==> src/rtl/fetch_buffer_pkg.sv <==
// Shared processor definitions for the fetch stage: default bus widths and
// the fetch-entry record (instruction plus the address it came from).
package fetch_buffer_pkg;

  localparam int ADDR_W_DEF  = 10;
  localparam int INSTR_W_DEF = 16;

  typedef struct packed {
    logic [INSTR_W_DEF-1:0] instr;
    logic [ADDR_W_DEF-1:0]  pc;
  } fetch_entry_t;

endpackage

==> src/rtl/fetch_buffer_if.sv <==
// Fetch-stage bus: PC side, instruction-memory side and decode side.
// The master modport is the fetch buffer; the slave modport is its environment.
interface fetch_buffer_if
  import fetch_buffer_pkg::*;
#(
  parameter int ADDR_W  = ADDR_W_DEF,
  parameter int INSTR_W = INSTR_W_DEF
);

  logic [ADDR_W-1:0]  pc_addr;
  logic               branch;
  logic               stall;
  logic               imem_req;
  logic [ADDR_W-1:0]  imem_addr;
  logic [INSTR_W-1:0] imem_rdata;
  logic               instr_valid;
  logic [INSTR_W-1:0] instr;
  logic [ADDR_W-1:0]  instr_pc;
  logic               dec_ready;

  modport master (
    input  pc_addr, branch, imem_rdata, dec_ready,
    output stall, imem_req, imem_addr, instr_valid, instr, instr_pc
  );

  modport slave (
    output pc_addr, branch, imem_rdata, dec_ready,
    input  stall, imem_req, imem_addr, instr_valid, instr, instr_pc
  );

endinterface

==> src/rtl/sync_fifo.sv <==
// Power-of-two circular queue with push/pop/flush and an occupancy count.
// Storage is not reset; only pointers and count are.
module sync_fifo #(
  parameter int DEPTH = 4,
  parameter int WIDTH = 26
) (
  input  logic                   clk,
  input  logic                   reset,
  input  logic                   push,
  input  logic                   pop,
  input  logic                   flush,
  input  logic [WIDTH-1:0]       wdata,
  output logic [WIDTH-1:0]       rdata,
  output logic [$clog2(DEPTH):0] count
);

  localparam int PTR_W = $clog2(DEPTH);
  localparam int CNT_W = PTR_W + 1;
  localparam logic [CNT_W-1:0] FULL_COUNT = CNT_W'(DEPTH);

  logic [WIDTH-1:0] mem_q [DEPTH];
  logic [WIDTH-1:0] mem_d [DEPTH];
  logic [PTR_W-1:0] wr_ptr_q, wr_ptr_d;
  logic [PTR_W-1:0] rd_ptr_q, rd_ptr_d;
  logic [CNT_W-1:0] count_q, count_d;
  logic             do_push;
  logic             do_pop;

  // Pushes into a full queue and pops from an empty one are ignored; flush wins over both.
  always_comb begin
    do_push  = push && (count_q != FULL_COUNT);
    do_pop   = pop && (count_q != '0);
    wr_ptr_d = wr_ptr_q;
    rd_ptr_d = rd_ptr_q;
    count_d  = count_q;
    mem_d    = mem_q;
    if (flush) begin
      wr_ptr_d = '0;
      rd_ptr_d = '0;
      count_d  = '0;
    end else begin
      if (do_push) begin
        mem_d[wr_ptr_q] = wdata;
        wr_ptr_d        = wr_ptr_q + PTR_W'(1);
      end
      if (do_pop) begin
        rd_ptr_d = rd_ptr_q + PTR_W'(1);
      end
      case ({do_push, do_pop})
        2'b10:   count_d = count_q + CNT_W'(1);
        2'b01:   count_d = count_q - CNT_W'(1);
        default: count_d = count_q;
      endcase
    end
  end

  always_ff @(posedge clk or posedge reset) begin
    if (reset) begin
      wr_ptr_q <= '0;
      rd_ptr_q <= '0;
      count_q  <= '0;
    end else begin
      wr_ptr_q <= wr_ptr_d;
      rd_ptr_q <= rd_ptr_d;
      count_q  <= count_d;
    end
  end

  always_ff @(posedge clk) begin
    mem_q <= mem_d;
  end

  assign rdata = mem_q[rd_ptr_q];
  assign count = count_q;

endmodule

==> src/rtl/fetch_buffer.sv <==
// Instruction fetch buffer: issues one memory read per cycle while there is room,
// queues returning words with their address, and flushes everything on a branch.
module fetch_buffer
  import fetch_buffer_pkg::*;
#(
  parameter int DEPTH   = 4,
  parameter int ADDR_W  = ADDR_W_DEF,
  parameter int INSTR_W = INSTR_W_DEF
) (
  input  logic          clk,
  input  logic          reset,
  fetch_buffer_if.master bus
);

  localparam int CNT_W = $clog2(DEPTH) + 1;
  localparam int WIDTH = INSTR_W + ADDR_W;
  localparam logic [CNT_W:0] DEPTH_V = (CNT_W + 1)'(DEPTH);

  logic              inflight_q, inflight_d;
  logic [ADDR_W-1:0] addr_q, addr_d;
  logic [CNT_W-1:0]  fifo_count;
  logic [WIDTH-1:0]  head;
  logic [CNT_W:0]    occupancy;
  logic              stall;
  logic              req;
  logic              valid;
  logic              push;
  logic              pop;

  // Stall counts the outstanding read as occupied, so the queue can never
  // overflow, and it is built only from flops so branch/dec_ready cannot reach it.
  always_comb begin
    occupancy  = {1'b0, fifo_count} + (CNT_W + 1)'(inflight_q);
    stall      = (occupancy >= DEPTH_V);
    req        = !bus.branch && !stall;
    valid      = (fifo_count != '0);
    push       = inflight_q && !bus.branch;
    pop        = valid && bus.dec_ready && !bus.branch;
    inflight_d = req;
    addr_d     = req ? bus.pc_addr : addr_q;
  end

  always_ff @(posedge clk or posedge reset) begin
    if (reset) begin
      inflight_q <= 1'b0;
      addr_q     <= '0;
    end else begin
      inflight_q <= inflight_d;
      addr_q     <= addr_d;
    end
  end

  sync_fifo #(
    .DEPTH (DEPTH),
    .WIDTH (WIDTH)
  ) u_queue (
    .clk   (clk),
    .reset (reset),
    .push  (push),
    .pop   (pop),
    .flush (bus.branch),
    .wdata ({bus.imem_rdata, addr_q}),
    .rdata (head),
    .count (fifo_count)
  );

  assign bus.stall       = stall;
  assign bus.imem_req    = req;
  assign bus.imem_addr   = bus.pc_addr;
  assign bus.instr_valid = valid;
  assign bus.instr       = head[WIDTH-1:ADDR_W];
  assign bus.instr_pc    = head[ADDR_W-1:0];

endmodule

==> src/flat_wrapper.sv <==
// flat-port wrapper written by rule: the top's interface ports become plain ports
module fetch_buffer_flat import fetch_buffer_pkg::*;
#(
  parameter int DEPTH   = 4,
  parameter int ADDR_W  = ADDR_W_DEF,
  parameter int INSTR_W = INSTR_W_DEF
)
  (clk, reset, bus_pc_addr, bus_branch, bus_imem_rdata, bus_dec_ready, bus_stall, bus_imem_req, bus_imem_addr, bus_instr_valid, bus_instr, bus_instr_pc);
  fetch_buffer_if #(.ADDR_W(ADDR_W), .INSTR_W(INSTR_W)) bus_i ();
  input  logic clk;
  input  logic reset;
  input wire logic [$bits(bus_i.pc_addr)-1:0] bus_pc_addr;
  input wire logic [$bits(bus_i.branch)-1:0] bus_branch;
  input wire logic [$bits(bus_i.imem_rdata)-1:0] bus_imem_rdata;
  input wire logic [$bits(bus_i.dec_ready)-1:0] bus_dec_ready;
  output wire logic [$bits(bus_i.stall)-1:0] bus_stall;
  output wire logic [$bits(bus_i.imem_req)-1:0] bus_imem_req;
  output wire logic [$bits(bus_i.imem_addr)-1:0] bus_imem_addr;
  output wire logic [$bits(bus_i.instr_valid)-1:0] bus_instr_valid;
  output wire logic [$bits(bus_i.instr)-1:0] bus_instr;
  output wire logic [$bits(bus_i.instr_pc)-1:0] bus_instr_pc;
  assign bus_i.pc_addr = bus_pc_addr;
  assign bus_i.branch = bus_branch;
  assign bus_i.imem_rdata = bus_imem_rdata;
  assign bus_i.dec_ready = bus_dec_ready;
  assign bus_stall = bus_i.stall;
  assign bus_imem_req = bus_i.imem_req;
  assign bus_imem_addr = bus_i.imem_addr;
  assign bus_instr_valid = bus_i.instr_valid;
  assign bus_instr = bus_i.instr;
  assign bus_instr_pc = bus_i.instr_pc;
  fetch_buffer #(.DEPTH(DEPTH), .ADDR_W(ADDR_W), .INSTR_W(INSTR_W)) u_core (.clk(clk), .reset(reset), .bus(bus_i));
endmodule
==> config.mk <==
export PLATFORM = sky130hd
export DESIGN_NAME = fetch_buffer_flat
export DESIGN_NICKNAME = d
export VERILOG_FILES = /design/src/rtl/fetch_buffer_pkg.sv /design/src/rtl/fetch_buffer_if.sv /design/src/rtl/sync_fifo.sv /design/src/rtl/fetch_buffer.sv /design/src/flat_wrapper.sv
export SDC_FILE = /design/constraint.sdc
export NUM_CORES = 1
export LEC_CHECK = 0
export BUFFER_PORTS_ARGS = -buffer_cell sky130_fd_sc_hd__buf_2
export CAP_MARGIN = 25
export CORE_MARGIN = 2
export CORE_UTILIZATION = 43
export DETAILED_ROUTE_END_ITERATION = 10
export GPL_ROUTABILITY_DRIVEN = 0
export PLACE_DENSITY = 0.73
export SLEW_MARGIN = 5
export SYNTH_ARGS = -nofsm -noshare
export SYNTH_HDL_FRONTEND = slang
export SYNTH_SLANG_ARGS = --single-unit
==> constraint.sdc <==
create_clock -name clk -period 6.1 [get_ports clk]
set_input_delay 0.61 -clock clk [delete_from_list [all_inputs] [get_ports clk]]
set_output_delay 0.61 -clock clk [all_outputs]
set_load 0.01 [all_outputs]
## Word-level counts from Yosys, hierarchy flattened

Cells that the tools add are included.
W data, S select, Z words.

| storage, ports and cells | value |
|---|---|
| bits in registers | 122 |
| bits of input ports | 30 |
| word-level logic and storage cells | 50 |

| operators by class | value |
|---|---|
| eq/ne operators | 3 |
| add/sub/neg operators | 5 |
| multiplexer cells | 12 |
| bitwise gates (word level) | 3 |
| reductions and logical operators | 14 |
| magnitude comparators | 4 |

Operators with widths:

| operator | count |
|---|---|
| $bwmux W104 | 1 |
| $mux W26 | 3 |
| $bmux W26 S2 | 1 |
| $demux W26 S2 | 1 |
| $mux W2 | 4 |
| $logic_and A1 B1 Y1 | 7 |
| $ge A3 B3 Y1 const B | 2 |
| $not A2 Y3 | 2 |
| $pmux W3 S2 | 1 |
| $reduce_bool A3 Y1 | 2 |
| $add A2 B1 Y2 const B | 2 |
| $add A3 B1 Y4 | 1 |
| $ge A4 B3 Y1 const B | 1 |
| $reduce_bool A2 Y1 | 2 |
| $add A3 B1 Y3 const B | 1 |
| $lt A3 B1 Y1 const B | 1 |
| $mux W3 | 1 |
| $ne A3 B3 Y1 const B | 1 |
| $sub A3 B1 Y3 const B | 1 |
| $eq A2 B1 Y1 const B | 1 |
| $eq A2 B2 Y1 const B | 1 |
| $logic_not A1 Y1 | 2 |
| $reduce_and A2 Y1 | 1 |
| $not A1 Y1 | 1 |

## Longest topological paths before layout

| logic depth | value |
|---|---|
| depth after elaboration | 7 |
| depth in mapped cells | 8 |
| gate-level depth less buffers | 7 |

## Cells and area by module

From an unflattened synthesis, not the netlist that was laid out.

| second synthesis, totals | value |
|---|---|
| cell total of the unflattened synthesis | 236 |
| area total of the unflattened synthesis | 4849.7 µm² |

Modules (own cells, without submodules):

| module | sequential area each (µm²) | instances | area an instance (µm²) | cells an instance |
|---|---|---|---|---|
| sync_fifo | 3298.2 | 1 | 4326.6 | 198 |
| fetch_buffer | 275.3 | 1 | 523.0 | 38 |

## Worst setup path after synthesis

No wires, ideal clock.

| timing path | value |
|---|---|
| path kind | input to register |
| from | input port bus_branch |
| to | register u_core.u_queue.mem_q[0] (netlist bit) (enable) |
| arrival time | 1732 ps |
| stages on the path | 3 |
| required time | 5715 ps |
| setup slack | 3983 ps |
| cell sequence | buf_2 nor3_1 and2_1 |

| on the way | value |
|---|---|
| word-level cells in the longest chain between the ends | 4 |
| elaborated cells between the ends (all ways) | 5 |
| classes of those cells | bitwise: 1; reduce/logical: 4 |

Ends and longest elaborated chain:

| item | line | source |
|---|---|---|
| start: declaration | flat_wrapper.sv:13 | `input wire logic [$bits(bus_i.branch)-1:0] bus_branch;` |
| $logic_not A1 Y1 | fetch_buffer.sv:37 | `push = inflight_q && !bus.branch;` |
| $logic_and A1 B1 Y1 | fetch_buffer.sv:37 |  |
| $logic_and A1 B1 Y1 | sync_fifo.sv:31 | `do_push = push && (count_q != FULL_COUNT);` |
| $reduce_and A2 Y1 (no line) * | - |  |
| end signal: assignment | sync_fifo.sv:70 | `mem_q <= mem_d;` |
| end: declaration | sync_fifo.sv:21 | `logic [WIDTH-1:0] mem_q [DEPTH];` |

Every way passes the cells marked *; elsewhere a longest branch is shown, timed or not.
A chain may end at the register's enable or synchronous reset.

## Worst setup path in the final report

| timing path | value |
|---|---|
| from | register u_core.u_queue.rd_ptr_q[1] |
| to | output port bus_instr_pc[3] |

| on the way | value |
|---|---|
| word-level cells in the longest chain between the ends | 4 |

Ends and longest elaborated chain:

| item | line | source |
|---|---|---|
| start: declaration | sync_fifo.sv:24 | `logic [PTR_W-1:0] rd_ptr_q, rd_ptr_d;` |
| start signal: assignment | sync_fifo.sv:64 | `rd_ptr_q <= rd_ptr_d;` |
| $not A2 Y3 (not written as such) | sync_fifo.sv:73 | `assign rdata = mem_q[rd_ptr_q];` |
| $bmux W26 S2 | sync_fifo.sv:73 |  |
| $mux W26 (not written as such) (2 in series) | sync_fifo.sv:73 |  |
| end: declaration | flat_wrapper.sv:21 | `output wire logic [$bits(bus_i.instr_pc)-1:0] bus_instr_pc;` |

No other way between the ends. The select of a mux whose other input is x is not followed.

==> results.toml <==
[floorplanning]
die-area_um2 = 12100
chipHeight_um = 110
core_area_um2 = 10900
io_pins = 69
start_util_pct = 44.2
row_count = 38
die_width_um = 110

[clocking]
worst_skew_pair.late_latency_ps = 500
h-tree-depth = 4
post_cts.repair.setup_buffers = 0
ctsResizeCount = 0
clk_pin_slew_ps = 60
post_cts_hold_buffer_count = 0
cts_buffers = 17
numClockSinks = 122
clock_path_buffers = 2
tritoncts_clock_tree = "done"
clock-root-buffer = "clkbuf_8"

[logic_synthesis]
postSynthCellCount = 237
syn-cell-area_um2 = 4820
yosysWarnings = 0
synth_area_per_cell_um2 = 20.3
syn_nets = 272
synth_seq_cells = 122
yosys.cell_types.count = 37
synth.yosys.seq_area_share_pct = 74.2

[drt]
first_drt_pass_iteration_count = 4
drt-initial-drc-count = 85
avg_wl_per_cell_um = 17.9
vias_per_cell = 5.18
drt_total_wl_mm = 8.25
num_vias = 2382
antenna_violating_nets_post_route = 0
drc = 0

[global_routing]
grt_start_max_net_pins = 29
grt_antenna_before_repair = 0
vias_in_the_first_global_route = 2458
grt_util_all_layers_pct = 15.2
grt_first_pass_wirelength_mm = 13.0
grt_remaining_overflow = 0

[sta]
rsz0062_at_grt = "false"
min_period_over_period_pct = 45.7
final-max-slew-violation-count = 0
setup_ws_post_layout_ps = 3310
finalWorstPathRequiredPeriod_ps = 2790
setup_total_negative_slack_ps = 0
max_freq_mhz = 358
worstMarginPinSlew_ps = 717
setup_viol = 0
finalClockSkew_ps = 16.2
report.final.hold_viol_count = 0
max_slew_margin_pct = 52.1

[worst_setup_path]
setup.worst_path.start_class = "register"
cp.arrival_ps = 2180
timing.setup.critical_path_class = "reg2out"
worstPathMaxFanout = 15
worst-path-buf-inv = 2
worstPathCellList = "buf_4, mux4_2, buf_2"
worst_setup_path_end_kind = "output pin"
max_stage_delay_ps = 740
worst_ep_required_ps = 5490
critical-path-slowest-cell = "dfrtp_1"
dominant_delay_contributor_by_cell_family_on_the_critical_path = "flip-flops"

[layout]
fraction_of_final_layout_cells_with_drive_strength_greater_than_1_pct = 41.9
area_growth_pct = 20.0
n_antenna_cell = 0
final_net_count = 342

[power_and_ir_drop]
power.switching_uw = 466
total_leakage_power_uw = 0.00206
p_sw_share_pct = 22.2
power-per-cell-area_nw_per_um2 = 363
seq_power_share_pct = 47.3
vdd_ir_drop_max_v = 0.000213
comb_power_share_pct = 9.2
cell_internal_pwr_uw = 1630
power.share.clock_pct = 43.4

[place]
io_buffer_count = 68
hpwl_mm = 4.96
place_ws_ps = 3630

[worst_hold_path]
hold_class = "in2async"

[flow_run]
max-cap-violations = 0

[run_status]
run_status = "complete, no violations"
-- layout make-up --
| class | instances | area, um^2 |
|---|---|---|
| Timing Repair Buffer | 74 | 398 |
| Clock buffer | 19 | 422 |
| Sequential cell | 122 | 3570 |
| Multi-Input combinational cell | 85 | 1050 |
| Clock inverter | 13 | 130 |
| Inverter | 7 | 26.3 |
| Fill cell | 867 | 5110 |
| Tap cell | 140 | 175 |
-- registers in the layout, indices dropped and copies added (netlist names) --
register,flops
u_core.u_queue.mem_q,104
u_core.addr_q,10
u_core.u_queue.count,3
u_core.u_queue.rd_ptr_q,2
u_core.u_queue.wr_ptr_q,2
u_core.inflight_q,1
-- synthesized netlist by cell type --
master,instances,area (um^2)
nand2b_1,2,12.5
mux4_2,26,586
mux2_1,11,124
or3_1,1,6.26
a221oi_1,1,8.76
xor2_1,2,17.5
o2111ai_1,2,17.5
nand2_1,2,7.51
inv_2,1,3.75
and2_1,4,25.0
nand3_1,4,20.0
buf_2,7,35.0
o21ai_0,3,15.0
a21oi_1,3,15.0
nor2_2,1,6.26
xnor2_1,1,8.76
ha_1,4,50.1
dfrtp_1,18,450
a311oi_1,1,8.76
fa_1,1,20.0
or3b_1,2,17.5
and3b_1,1,8.76
o311ai_1,1,8.76
edfxtp_1,104,3120
o31ai_1,1,7.51
buf_6,3,33.8
nor2_1,4,15.0
inv_1,6,22.5
a31o_2,1,8.76
a21o_1,1,7.51
or2_2,1,6.26
clkbuf_1,1,3.75
buf_4,12,90.1
nor3b_1,1,7.51
o22ai_1,1,6.26
nor3_1,1,5.00
a211oi_1,1,7.51
-- cell families after synthesis --
group | after synthesis | share of synthesized area [%]
DFF | 122 | 74.2
muxes | 37 | 14.7
buffers and inverters | 30 | 3.92
and+or+nand+nor | 24 | 2.86
AOI/OAI and AO/OA | 16 | 2.31
adders and majority gates | 5 | 1.45
xor gates and xnor gates | 3 | 0.546
-- per-stage QoR --
stage               util [%]  power, uW  hold WS [ps]  cells  cell area [um^2]
CTS                     52.9       2120           220    459              5760
finish                  53.1       2100           214    460              5780
floorplan                  -       1140           469    237              4820
global route            53.1       2190           288    460              5780
global placement        47.8       1200           484    427              5210
detailed placement      47.8       1200           502    427              5210
-- final timing paths --
check | endpoint | slack, ps | cells after the start | startpoint
hold reg to reg | u_core.u_queue.mem_q[87] | 510 | 0 | u_core.addr_q[9]
min in group clk | u_core.u_queue.mem_q[48] | 320 | 1 | bus_imem_rdata[12]
max in group asynchronous | u_core.u_queue.rd_ptr_q[0] | 5390 | 2 | reset
setup / recovery | bus_instr_pc[3] | 3310 | 3 | u_core.u_queue.rd_ptr_q[1]
hold / removal | u_core.addr_q[8] | 210 | 2 | reset
setup reg to reg | u_core.u_queue.mem_q[38] | 3940 | 4 | u_core.u_queue.count[0]
-- cells in the final DEF, fill, tap and decap left out, types with 3 or more instances in the layout --
cell,netlist,routed
clkinv_4,0,3
buf_2,7,68
edfxtp_1,104,104
mux2_1,11,11
buf_4,12,5
nand3_1,4,4
clkbuf_16,0,16
ha_1,4,4
dfrtp_1,18,17
nor2_1,4,4
a21oi_1,3,3
mux4_2,26,26
o21ai_0,3,3
inv_1,6,6
clkinv_2,0,5
and2_1,4,4
-- power groups by stage --
stage          logic [uW]  registers [uW]  clock network [uW]
3_5_place_dp          183            1020                   0
4_1_cts               184            1000                 933
3_3_place_gp          180            1020                   0
6_report              194             992                 911
2_1_floorplan         150             988                   0
5_1_grt               214             999                 973
-- routing by layer --
metal	vias up	track usage, %	share of wire, %
li1	1081	-	-
met1	1236	19.2	44
met2	58	24.4	52
met3	7	4.74	4.1
met4	0	5.97	0.69
met5	-	0	0
Power figures use the tool's default switching activity.
